**config.mk**
```make
export PLATFORM = sky130hd
export DESIGN_NAME = qspi_burst_ctrl
export DESIGN_NICKNAME = d
export VERILOG_FILES = /design/src/rtl/qspi_pkg.sv /design/src/rtl/qspi_wstrb_align.sv /design/src/rtl/qspi_burst_ctrl.sv
export SDC_FILE = /design/constraint.sdc
export NUM_CORES = 1
export LEC_CHECK = 0
export BUFFER_PORTS_ARGS = -buffer_cell sky130_fd_sc_hd__buf_4
export CAP_MARGIN = 20
export CORE_ASPECT_RATIO = 0.7
export CORE_MARGIN = 5
export CORE_UTILIZATION = 33
export CTS_CLUSTER_DIAMETER = 100
export CTS_CLUSTER_SIZE = 14
export DETAILED_ROUTE_END_ITERATION = 10
export PLACE_DENSITY = 0.65
export REMOVE_ABC_BUFFERS = 1
export SKIP_CTS_REPAIR_TIMING = 1
export SYNTH_ARGS = -nofsm -noshare
export SYNTH_HDL_FRONTEND = slang
export SYNTH_SLANG_ARGS = --single-unit
```
**constraint.sdc**
```tcl
create_clock -name clk -period 4.8 [get_ports clk]
set_clock_uncertainty 0.05 [all_clocks]
set_input_delay 0.48 -clock clk [delete_from_list [all_inputs] [get_ports clk]]
set_output_delay 0.48 -clock clk [all_outputs]
set_load 0.005 [all_outputs]
```
**src/rtl/qspi_pkg.sv**
```systemverilog
// qspi_pkg: opcodes, controller states and pad output-enable encodings for qspi_burst_ctrl.
package qspi_pkg;
  localparam logic [7:0] OP_QREAD  = 8'hEB;
  localparam logic [7:0] OP_QWRITE = 8'h38;
  localparam logic [7:0] OP_SREAD  = 8'h03;
  localparam logic [7:0] OP_SWRITE = 8'h02;
  localparam logic [3:0] OE_NONE   = 4'b0000;
  localparam logic [3:0] OE_SINGLE = 4'b0001;
  localparam logic [3:0] OE_QUAD   = 4'b1111;
  typedef enum logic [2:0] {
    S_IDLE, S_SELECT, S_CMD, S_ADDR, S_DUMMY, S_XFER, S_DONE, S_DESEL
  } state_e;
  function automatic logic [31:0] bswap32(input logic [31:0] w);
    return {w[7:0], w[15:8], w[23:16], w[31:24]};
  endfunction
endpackage

```
**src/rtl/qspi_wstrb_align.sv**
```systemverilog
// qspi_wstrb_align: maps byte strobes to a start byte offset, byte count and left-aligned write word.
module qspi_wstrb_align (
  input  logic [3:0]  wstrb_i,
  input  logic [31:0] wdata_i,
  output logic [1:0]  byte_off_o,
  output logic [2:0]  bytes_o,
  output logic [31:0] wbuf_o
);
  logic [4:0] s, low;
  logic       contig;
  logic [3:0] strb;
  logic [1:0] hi;
  always_comb begin
    s = {1'b0, wstrb_i};
    low = s & (~s + 5'd1);
    // a run of ones carries cleanly out of its top bit when the lowest set bit is added
    contig = ((s + low) & s) == 5'd0;
    strb = contig ? wstrb_i : 4'b1111;
    hi = 2'd0;
    bytes_o = 3'd0;
    for (int i = 0; i < 4; i++) begin
      hi = strb[i] ? 2'(i) : hi;
      bytes_o = bytes_o + 3'(strb[i]);
    end
    byte_off_o = 2'd3 - hi;
    wbuf_o = wdata_i << {byte_off_o, 3'b000};
  end
endmodule

```
**src/rtl/qspi_burst_ctrl.sv**
```systemverilog
// qspi_burst_ctrl: quad/single SPI PSRAM/flash controller with SCLK divider, dummy cycles,
// multi-word read bursts and guaranteed CE-high deselect time.
module qspi_burst_ctrl
  import qspi_pkg::*;
#(
  parameter bit QUAD_MODE      = 1'b1,
  parameter bit PSRAM_SPIFLASH = 1'b1,
  parameter bit CEN_NPOL       = 1'b0,
  parameter int CLK_DIV        = 1,
  parameter int DUMMY_CYCLES   = 6,
  parameter int CS_BITS        = 2,
  parameter int ADDR_W         = 23,
  parameter int MAX_BURST      = 8,
  parameter int DESEL_CYCLES   = 2,
  parameter int BL_W           = $clog2(MAX_BURST)
) (
  input  logic                clk,
  input  logic                rst,
  input  logic                valid,
  input  logic [ADDR_W-1:0]   addr,
  input  logic [3:0]          wstrb,
  input  logic [31:0]         wdata,
  input  logic [BL_W-1:0]     burst_len,
  output logic [31:0]         rdata,
  output logic                rvalid,
  output logic                ready,
  output logic                cen,
  output logic [CS_BITS-1:0]  cs,
  output logic                sclk,
  output logic [3:0]          sio_out,
  output logic [3:0]          sio_oe,
  input  logic [3:0]          sio_in
);
  localparam int DIV_W = CLK_DIV > 1 ? $clog2(CLK_DIV) : 1;
  state_e             state_q, state_d;
  logic [DIV_W-1:0]   div_q, div_d;
  logic               sclk_q, sclk_d, wr_q, wr_d, rvalid_q, rvalid_d, ready_q, ready_d;
  logic [7:0]         cnt_q, cnt_d, len_q, len_d, op;
  logic [BL_W-1:0]    words_q, words_d;
  logic [63:0]        tx_q, tx_d;
  logic [31:0]        rx_q, rx_d, rdata_q, rdata_d, wbuf;
  logic [CS_BITS-1:0] cs_q, cs_d;
  logic [1:0]         boff;
  logic [2:0]         nbytes;
  logic [23:0]        baddr;
  logic [3:0]         oe, sio_raw;
  logic               is_wr, shifting, half_end, rise, fall, last;

  qspi_wstrb_align u_align (
    .wstrb_i(wstrb), .wdata_i(wdata), .byte_off_o(boff), .bytes_o(nbytes), .wbuf_o(wbuf)
  );

  always_comb begin
    is_wr = |wstrb;
    op = QUAD_MODE ? (is_wr ? OP_QWRITE : OP_QREAD) : (is_wr ? OP_SWRITE : OP_SREAD);
    baddr = PSRAM_SPIFLASH ? {1'b0, addr[20:0], is_wr ? boff : 2'b00}
                           : {addr[21:0], is_wr ? boff : 2'b00};
    shifting = state_q inside {S_CMD, S_ADDR, S_DUMMY, S_XFER};
    half_end = div_q == DIV_W'(CLK_DIV - 1);
    rise = shifting && half_end && !sclk_q;
    fall = shifting && half_end && sclk_q;
    last = cnt_q == 8'd0;
    state_d = state_q;
    div_d = (shifting && !half_end) ? div_q + DIV_W'(1) : '0;
    sclk_d = rise ? 1'b1 : fall ? 1'b0 : sclk_q;
    cnt_d = fall ? cnt_q - 8'd1 : cnt_q;
    // output data advances on the SCLK fall so it is stable across the whole low half
    tx_d = !fall ? tx_q : (state_q == S_CMD || !QUAD_MODE) ? tx_q << 1 : tx_q << 4;
    rx_d = !(rise && state_q == S_XFER) ? rx_q
         : QUAD_MODE ? {rx_q[27:0], sio_in} : {rx_q[30:0], sio_in[1]};
    words_d = words_q;
    wr_d = wr_q;
    len_d = len_q;
    cs_d = cs_q;
    rdata_d = rdata_q;
    rvalid_d = 1'b0;
    ready_d = 1'b0;
    case (state_q)
      S_IDLE: if (valid) begin
        state_d = S_SELECT;
        tx_d = {op, baddr, wbuf};
        wr_d = is_wr;
        words_d = is_wr ? '0 : burst_len;
        cs_d = addr[ADDR_W-1 -: CS_BITS];
        len_d = is_wr ? (QUAD_MODE ? {4'b0, nbytes, 1'b0} : {2'b0, nbytes, 3'b000})
                      : (QUAD_MODE ? 8'd8 : 8'd32);
      end
      S_SELECT: begin
        state_d = S_CMD;
        cnt_d = 8'd7;
      end
      S_CMD: if (fall && last) begin
        state_d = S_ADDR;
        cnt_d = QUAD_MODE ? 8'd5 : 8'd23;
      end
      S_ADDR: if (fall && last) begin
        if (QUAD_MODE && !wr_q && DUMMY_CYCLES > 0) begin
          state_d = S_DUMMY;
          cnt_d = 8'(DUMMY_CYCLES - 1);
        end else begin
          state_d = S_XFER;
          cnt_d = len_q - 8'd1;
        end
      end
      S_DUMMY: if (fall && last) begin
        state_d = S_XFER;
        cnt_d = len_q - 8'd1;
      end
      S_XFER: if (fall && last) begin
        rvalid_d = !wr_q;
        rdata_d = wr_q ? rdata_q : PSRAM_SPIFLASH ? rx_q : bswap32(rx_q);
        if (wr_q || words_q == '0) begin
          state_d = S_DONE;
          ready_d = 1'b1;
        end else begin
          words_d = words_q - BL_W'(1);
          cnt_d = len_q - 8'd1;
        end
      end
      S_DONE: begin
        state_d = S_DESEL;
        cnt_d = DESEL_CYCLES > 0 ? 8'(DESEL_CYCLES - 1) : 8'd0;
      end
      S_DESEL: begin
        state_d = last ? S_IDLE : S_DESEL;
        cnt_d = last ? cnt_q : cnt_q - 8'd1;
      end
    endcase
  end

  always_ff @(posedge clk or posedge rst)
    if (rst) begin
      state_q  <= S_IDLE;
      div_q    <= '0;
      sclk_q   <= 1'b0;
      cnt_q    <= '0;
      words_q  <= '0;
      tx_q     <= '0;
      rx_q     <= '0;
      wr_q     <= 1'b0;
      len_q    <= '0;
      cs_q     <= '0;
      rdata_q  <= '0;
      rvalid_q <= 1'b0;
      ready_q  <= 1'b0;
    end else begin
      state_q  <= state_d;
      div_q    <= div_d;
      sclk_q   <= sclk_d;
      cnt_q    <= cnt_d;
      words_q  <= words_d;
      tx_q     <= tx_d;
      rx_q     <= rx_d;
      wr_q     <= wr_d;
      len_q    <= len_d;
      cs_q     <= cs_d;
      rdata_q  <= rdata_d;
      rvalid_q <= rvalid_d;
      ready_q  <= ready_d;
    end

  always_comb begin
    oe = (state_q == S_SELECT || state_q == S_CMD) ? OE_SINGLE
       : (state_q == S_ADDR || (state_q == S_XFER && wr_q)) ? (QUAD_MODE ? OE_QUAD : OE_SINGLE)
       : OE_NONE;
    sio_raw = (state_q == S_CMD || !QUAD_MODE) ? {3'b000, tx_q[63]} : tx_q[63:60];
  end

  assign sio_oe  = oe;
  assign sio_out = sio_raw & oe;
  assign cen     = !(state_q inside {S_SELECT, S_CMD, S_ADDR, S_DUMMY, S_XFER}) ^ CEN_NPOL;
  assign cs      = cs_q;
  assign sclk    = sclk_q;
  assign rdata   = rdata_q;
  assign rvalid  = rvalid_q;
  assign ready   = ready_q;
endmodule

```
# --- Word-level counts from Yosys, hierarchy flattened ---
# Index checks and enable logic that the tools add are counted.
classes:
  addsub: 10
  multipliers: 0
  div_mod_pow: 0
  magnitude_cmp: 0
  eq_ne: 15
  n_shift: 1
  mux: 45
  n_bitwise: 6
  reduce_logical: 26
ops:
  columns: ["cell", "count"]
  rows:
  - ["64-bit 2-to-1 mux", 4]
  - ["8-bit 2-to-1 mux", 9]
  - ["8-bit one-hot mux with 7 select lines", 1]
  - ["3-bit 2-to-1 mux", 11]
  - ["32-bit by 5-bit << shifter with 32-bit output", 1]
  - ["3-bit one-hot mux with 8 select lines", 1]
  - ["4-bit 2-to-1 mux", 5]
  - ["2-bit inequality test (second input constant)", 8]
  - ["8-bit by 1-bit subtractor with 8-bit output (second input constant)", 2]
  - ["3-bit == test (second input constant)", 4]
  - ["1-bit 2-to-1 mux", 10]
  - ["8-bit zero test", 1]
  - ["1-bit logical AND", 7]
  - ["3-bit by 1-bit adder with 3-bit output", 2]
  - ["3-bit by 2-bit == test with 1-bit output (second input constant)", 2]
  - ["3-bit zero test", 2]
  - ["2-bit 2-to-1 mux", 3]
  - ["3-bit one-hot mux with 2 select lines", 1]
  - ["6-bit AND reduction", 1]
  - ["4-bit by 5-bit adder with 5-bit output", 1]
  - ["5-bit by 1-bit adder with 5-bit output (second input constant)", 1]
  - ["4-bit by 5-bit AND with 5-bit output", 1]
  - ["5-bit by 4-bit AND with 5-bit output", 1]
  - ["5-bit zero test", 1]
  - ["other kinds (17)", 23]
totals:
  register_bits: 157
  latchBits: 0
  ram_bits: 0
  rom_bits: 0
  out_inout_bits: 46
  elab_cells: 116
  n_memories: 0

# --- Longest topological paths before layout ---
depth:
  ltp_word: 14
  depth_mapped: 11
  mapped_depth_nobuf: 9

# --- By module ---
# Synthesis repeated with hierarchy kept, for this count alone.
hier_totals:
  cells_unflattened: 879
  area_unflattened_um2: 8506.9
by_module_without_submodules:
  columns: ["module", "n_inst", "cells_each", "area_each_um2", "seq_area_each_um2"]
  rows:
  - ["qspi_burst_ctrl", 1, 778, 7731.2, 3803.6]
  - ["qspi_wstrb_align", 1, 101, 775.7, 0.0]

# --- Least setup slack after synthesis ---
# No wires, ideal clock.
synth_path:
  path_type: "input port to flip-flop"
  startpoint: "input wstrb[3]"
  endpoint: "register len_q[2]"
  setup_ns: 0.121
  arrival_time_ns: 2.469
  required_time_ns: 4.629
  path_slack_ns: 2.160
  cell_stages: 10
  path_cell_list: "or2_2 -> clkbuf_1 -> clkbuf_1 -> a21o_1 -> ha_1 -> inv_1 -> fa_1 -> inv_1 -> ha_1 -> a22o_1"
synth_via:
  elab_chain_cells: 11
  elab_cells_between_ends: 12
  classes_between: "5 x add/sub; 2 x mux; 3 x bitwise; 2 x reduce/logical"
synth_lines:
  columns: ["element", "line", "text"]
  rows:
  - ["start: declaration", "qspi_burst_ctrl.sv:21", "input logic [3:0] wstrb,"]
  - ["4-bit inverter with 5-bit output", "qspi_wstrb_align.sv:15", "low = s & (~s + 5'd1);"]
  - ["5-bit by 1-bit adder with 5-bit output", "qspi_wstrb_align.sv:15", null]
  - ["4-bit by 5-bit AND with 5-bit output", "qspi_wstrb_align.sv:15", null]
  - ["4-bit by 5-bit adder with 5-bit output", "qspi_wstrb_align.sv:17", "contig = ((s + low) & s) == 5'd0;"]
  - ["5-bit by 4-bit AND with 5-bit output", "qspi_wstrb_align.sv:17", null]
  - ["5-bit zero test", "qspi_wstrb_align.sv:17", null]
  - ["4-bit 2-to-1 mux", "qspi_wstrb_align.sv:18", "strb = contig ? wstrb_i : 4'b1111;"]
  - ["1-bit by 1-bit adder with 2-bit output", "qspi_wstrb_align.sv:23", "bytes_o = bytes_o + 3'(strb[i]);"]
  - ["3-bit by 1-bit adder with 3-bit output (2 in series)", "qspi_wstrb_align.sv:23", null]
  - ["4-bit 2-to-1 mux *", "qspi_burst_ctrl.sv:85", "len_d = is_wr ? (QUAD_MODE ? {4'b0, nbytes, 1'b0} : {2'b0, nbytes, 3'b000})"]
  - ["end signal: assignment", "qspi_burst_ctrl.sv:155", "len_q <= len_d;"]
  - ["end: declaration", "qspi_burst_ctrl.sv:38", "logic [7:0] cnt_q, cnt_d, len_q, len_d, op;"]
# Mark *: on every way between the ends. The rest lies on a longest branch, timed or not.
# A chain may end at the register's enable or synchronous reset.

# --- Worst setup path in the final report ---
layout_path:
  startpoint: "register state_q[1]"
  endpoint: "output sio_out[1]"
layout_via:
  elab_chain_cells: 6
  elab_cells_between_ends: 11
  classes_between: "4 x eq/ne; 3 x mux; 1 x bitwise; 3 x reduce/logical"
layout_lines:
  columns: ["element", "line", "text"]
  rows:
  - ["start: declaration", "qspi_burst_ctrl.sv:35", "state_e state_q, state_d;"]
  - ["start signal: assignment", "qspi_burst_ctrl.sv:147", "state_q <= state_d;"]
  - ["3-bit == test", "qspi_burst_ctrl.sv:164", ": (state_q == S_ADDR || (state_q == S_XFER && wr_q)) ? (QUAD_MODE ? OE_QUAD : OE_SINGLE)"]
  - ["1-bit logical AND", "qspi_burst_ctrl.sv:164", null]
  - ["1-bit logical OR", "qspi_burst_ctrl.sv:164", null]
  - ["4-bit 2-to-1 mux", "qspi_burst_ctrl.sv:164", null]
  - ["4-bit 2-to-1 mux", "qspi_burst_ctrl.sv:163", "oe = (state_q == S_SELECT || state_q == S_CMD) ? OE_SINGLE"]
  - ["4-bit AND *", "qspi_burst_ctrl.sv:170", "assign sio_out = sio_raw & oe;"]
  - ["end: declaration", "qspi_burst_ctrl.sv:30", "output logic [3:0] sio_out,"]
# Marked as above.

==> impl_metrics.json <==
{
  "netlist-cell-type-count": 67,
  "startpoint_type": "flop",
  "synth-warning-count": 0,
  "cts_buffer_depth": 2,
  "pre_cts_ws_ps": 1751,
  "start_util_pct": 33.68,
  "ys_ff_latch": 152,
  "mappedNetlistArea_sq_um": 8333,
  "hp-class": "input port to asynchronous set/reset pin",
  "ys.flop_type": "dfrtp_1",
  "drt-initial-drc-count": 435,
  "syn_avg_cell_area_sq_um": 10.25,
  "critPathKind": "flop to output pin",
  "post-route-min-period_ps": 3381,
  "ant_nets": 0,
  "synth-edff-count": 0,
  "grt_max_degree": 96,
  "cts.sinks": 152,
  "wl_met1_um": 10460,
  "finalCritPeriodShare_pct": 70.43,
  "relSlewSlack_pct": 28.65,
  "rows": 48,
  "max_cap_violations": 0,
  "firstDrtPassIters": 4,
  "status": "complete, no violations",
  "cp-endpoint": "sio_out[1]",
  "crit_required_ps": 4270,
  "diodes": 0,
  "fmax_mhz": 295.8,
  "final_hold_viol_count": 0,
  "r2r_start": "state_q[2]",
  "remaining_drc_errors": 0,
  "grt_usage_pct": 14.96,
  "fin_tns_setup_ps": 0,
  "rsz0062_at_grt": "no",
  "setup.worst_path.start": "state_q[1]",
  "grt_overflow": 0,
  "finalMaxSlewViolations": 0,
  "wl_met3_um": 1286,
  "r2r-end": "rdata[31]",
  "clkLatencyLatePin_ps": 430,
  "die_area_sq_um": 28580,
  "path_max_fanout": 21,
  "setup_viol": 0,
  "worst_slack_ps": 1419,
  "worst_pin_slew_ps": 1070,
  "async_flop_share_pct": 100.0,
  "critPathMaxStageDelay_ps": 880,
  "ir_drop_v": 0.0002865,
  "core_sq_um": 24740,
  "r2r_setup_slack_ps": 1700,
  "hpwl_um": 14650,
  "ios": 115,
  "gp_congestion": 0.8729,
  "syn-instance-count": 813,
  "crit_chain": "clkinv_1 > nor2_1 > a21oi_1 > nor2_1 > and2_1 > buf_4",
  "dieHeight_um": 143.0,
  "route.vias.total": 6292,
  "vias_per_cell": 5.107,
  "power.total_uw": 5006,
  "wire_per_inst_um": 16.93,
  "slowest_stage": "dfrtp_1",
  "r2r_cells": 3,
  "total_leakage_power_uw": 0.004592,
  "cts_tree": "done",
  "synthToLayoutAreaGrowth_pct": 19.29,
  "ys_seq_area_share_pct": 45.65,
  "clk_pin_slew_ps": 60,
  "htree_levels": 4,
  "grt_antenna_before_repair": 0,
  "num-nets-final": 971,
  "cts_buffers": 17,
  "crit_top_cell": "nor2_1",
  "die_x_um": 199.9,
  "cp-end-kind": "output pin",
  "power_density_nw_per_um2": 503.6,
  "grt_pass1_wl_um": 34000,
  "portBuffers": 114,
  "highest_layer": "met4",
  "drive_above_1_share_pct": 22.60,
  "cts-root-buf": "clkbuf_16",
  "wl_um": 20860,
  "grt_pass1_vias": 6161,
  "wl_met2_um": 8913,
  "critPathArrivalTime_ps": 2850,
  "hold_slack_ps": 141.3
}
through the flow:
stage | util [%] | instances | instance area, sq um
after global placement | 37.96 | 1200 | 9392
after floorplan | - | 751 | 8029
after CTS | 40.18 | 1232 | 9941
after detailed placement | 37.96 | 1200 | 9392
final | 40.18 | 1232 | 9941
after global routing | 40.18 | 1232 | 9941
critical path, delay by kind of cell, from the launching register on:
| kind | cells | cell delay (ps) |
|---|---|---|
| and+or+nand+nor | 3 | 870 |
| AOI/OAI and AO/OA | 1 | 80 |
| buffers and inverters | 2 | 590 |
| DFF | 1 | 880 |
area by class of cell:
cell class	instances	area (sq um)
Fill cell	2444	14800
Multi-Input combinational cell	582	4182
Sequential cell	152	3804
Timing Repair Buffer	124	930.9
Clock buffer	22	454.2
Tap cell	325	406.6
Clock inverter	10	95.09
Inverter	17	68.82
routing by layer:
metal	global-route usage (%)	up-vias
li1	-	3060
met1	23.02	3032
met2	21.03	181
met3	3.726	19
met4	3.644	0
met5	0	-
cell usage in the layout (no fill, tap or decap), types with 3 or more instances in the layout:
| cell | n |
|---|---|
| dfrtp_1 | 152 |
| buf_4 | 124 |
| nor2_1 | 89 |
| a21oi_1 | 83 |
| mux2i_1 | 78 |
| nand2_1 | 63 |
| mux2_1 | 35 |
| o21ai_0 | 33 |
| mux2_4 | 29 |
| o21ai_1 | 27 |
| clkbuf_16 | 17 |
| inv_1 | 13 |
| o22ai_1 | 11 |
| a211o_1 | 10 |
| nor3_1 | 9 |
| mux4_2 | 8 |
| nand3_1 | 7 |
| a211oi_1 | 7 |
| ha_1 | 7 |
| nor2b_1 | 5 |
| and2_1 | 5 |
| and3_1 | 5 |
| xnor2_1 | 5 |
| o21a_1 | 4 |
| o221ai_1 | 4 |
| a22o_1 | 4 |
| clkbuf_1 | 4 |
| nand4_1 | 3 |
| o211ai_1 | 3 |
| a31oi_1 | 3 |
| xor2_1 | 3 |
| inv_6 | 3 |
| clkinv_2 | 3 |
where the power goes:
group / leakage [uW] / switching [uW] / internal, uW
Sequential: 0.00204 / 344 / 1550
Combinational: 0.00229 / 1040 / 809
Clock: 0.000265 / 541 / 729
worst min path at each step:
| stage | startpoint | cells past startpoint | to | slack [ps] |
|---|---|---|---|---|
| floorplan | rx_q[29] | 1 | rdata[29] | 400 |
| CTS | addr[21] | 3 | cs[0] | 180 |
| global route | sio_in[3] | 2 | rx_q[3] | 190 |
| finish | rst | 2 | cnt_q[0] | 140 |
| detailed placement | cs[0] | 2 | cs[0] | 420 |
| global placement | cs[0] | 2 | cs[0] | 410 |
cells by family after synthesis:
family	count (synthesis)	synth area share, %
simple gates	207	11.25
xor+xnor	9	1.171
fa+ha+maj	8	1.291
other cells	1	0.04500
buf+inv	79	4.415
flops	152	45.65
compound gates	206	14.56
mux	151	21.62
flip-flops by register name, indices dropped and copies added (netlist names), 2 cells and up:
name     count
cs           2
rdata       32
cnt_q        8
tx_q        64
words_q      3
rx_q        32
len_q        3
state_q      3
Yosys cell counts, types with 3 or more instances:
cell      count  area (sq um)
dfrtp_1     152          3804
nor2_1       89         334.1
a21oi_1      83         415.4
mux2i_1      78         780.8
nand2_1      64         240.2
mux2_1       35         394.1
o21ai_0      33         165.2
clkbuf_1     32         120.1
mux2_4       29         435.4
o21ai_1      27         135.1
buf_2        18         90.09
inv_1        14         52.55
o22ai_1      11         68.82
a211o_1      10         87.58
nor3_1        9         45.04
mux4_2        8         180.2
a211oi_1      7         52.55
ha_1          7         87.58
nand3_1       7         35.03
and2_1        5         31.28
and3_1        5         31.28
buf_4         5         37.54
nor2b_1       5         31.28
xnor2_1       5         43.79
a22o_1        4         35.03
buf_6         4         45.04
o21a_1        4         30.03
o221ai_1      4         35.03
a31oi_1       3         18.77
buf_1         3         11.26
nand4_1       3         18.77
o211ai_1      3         22.52
xor2_1        3         26.28
Note: power is estimated with default switching activity, not from simulation.
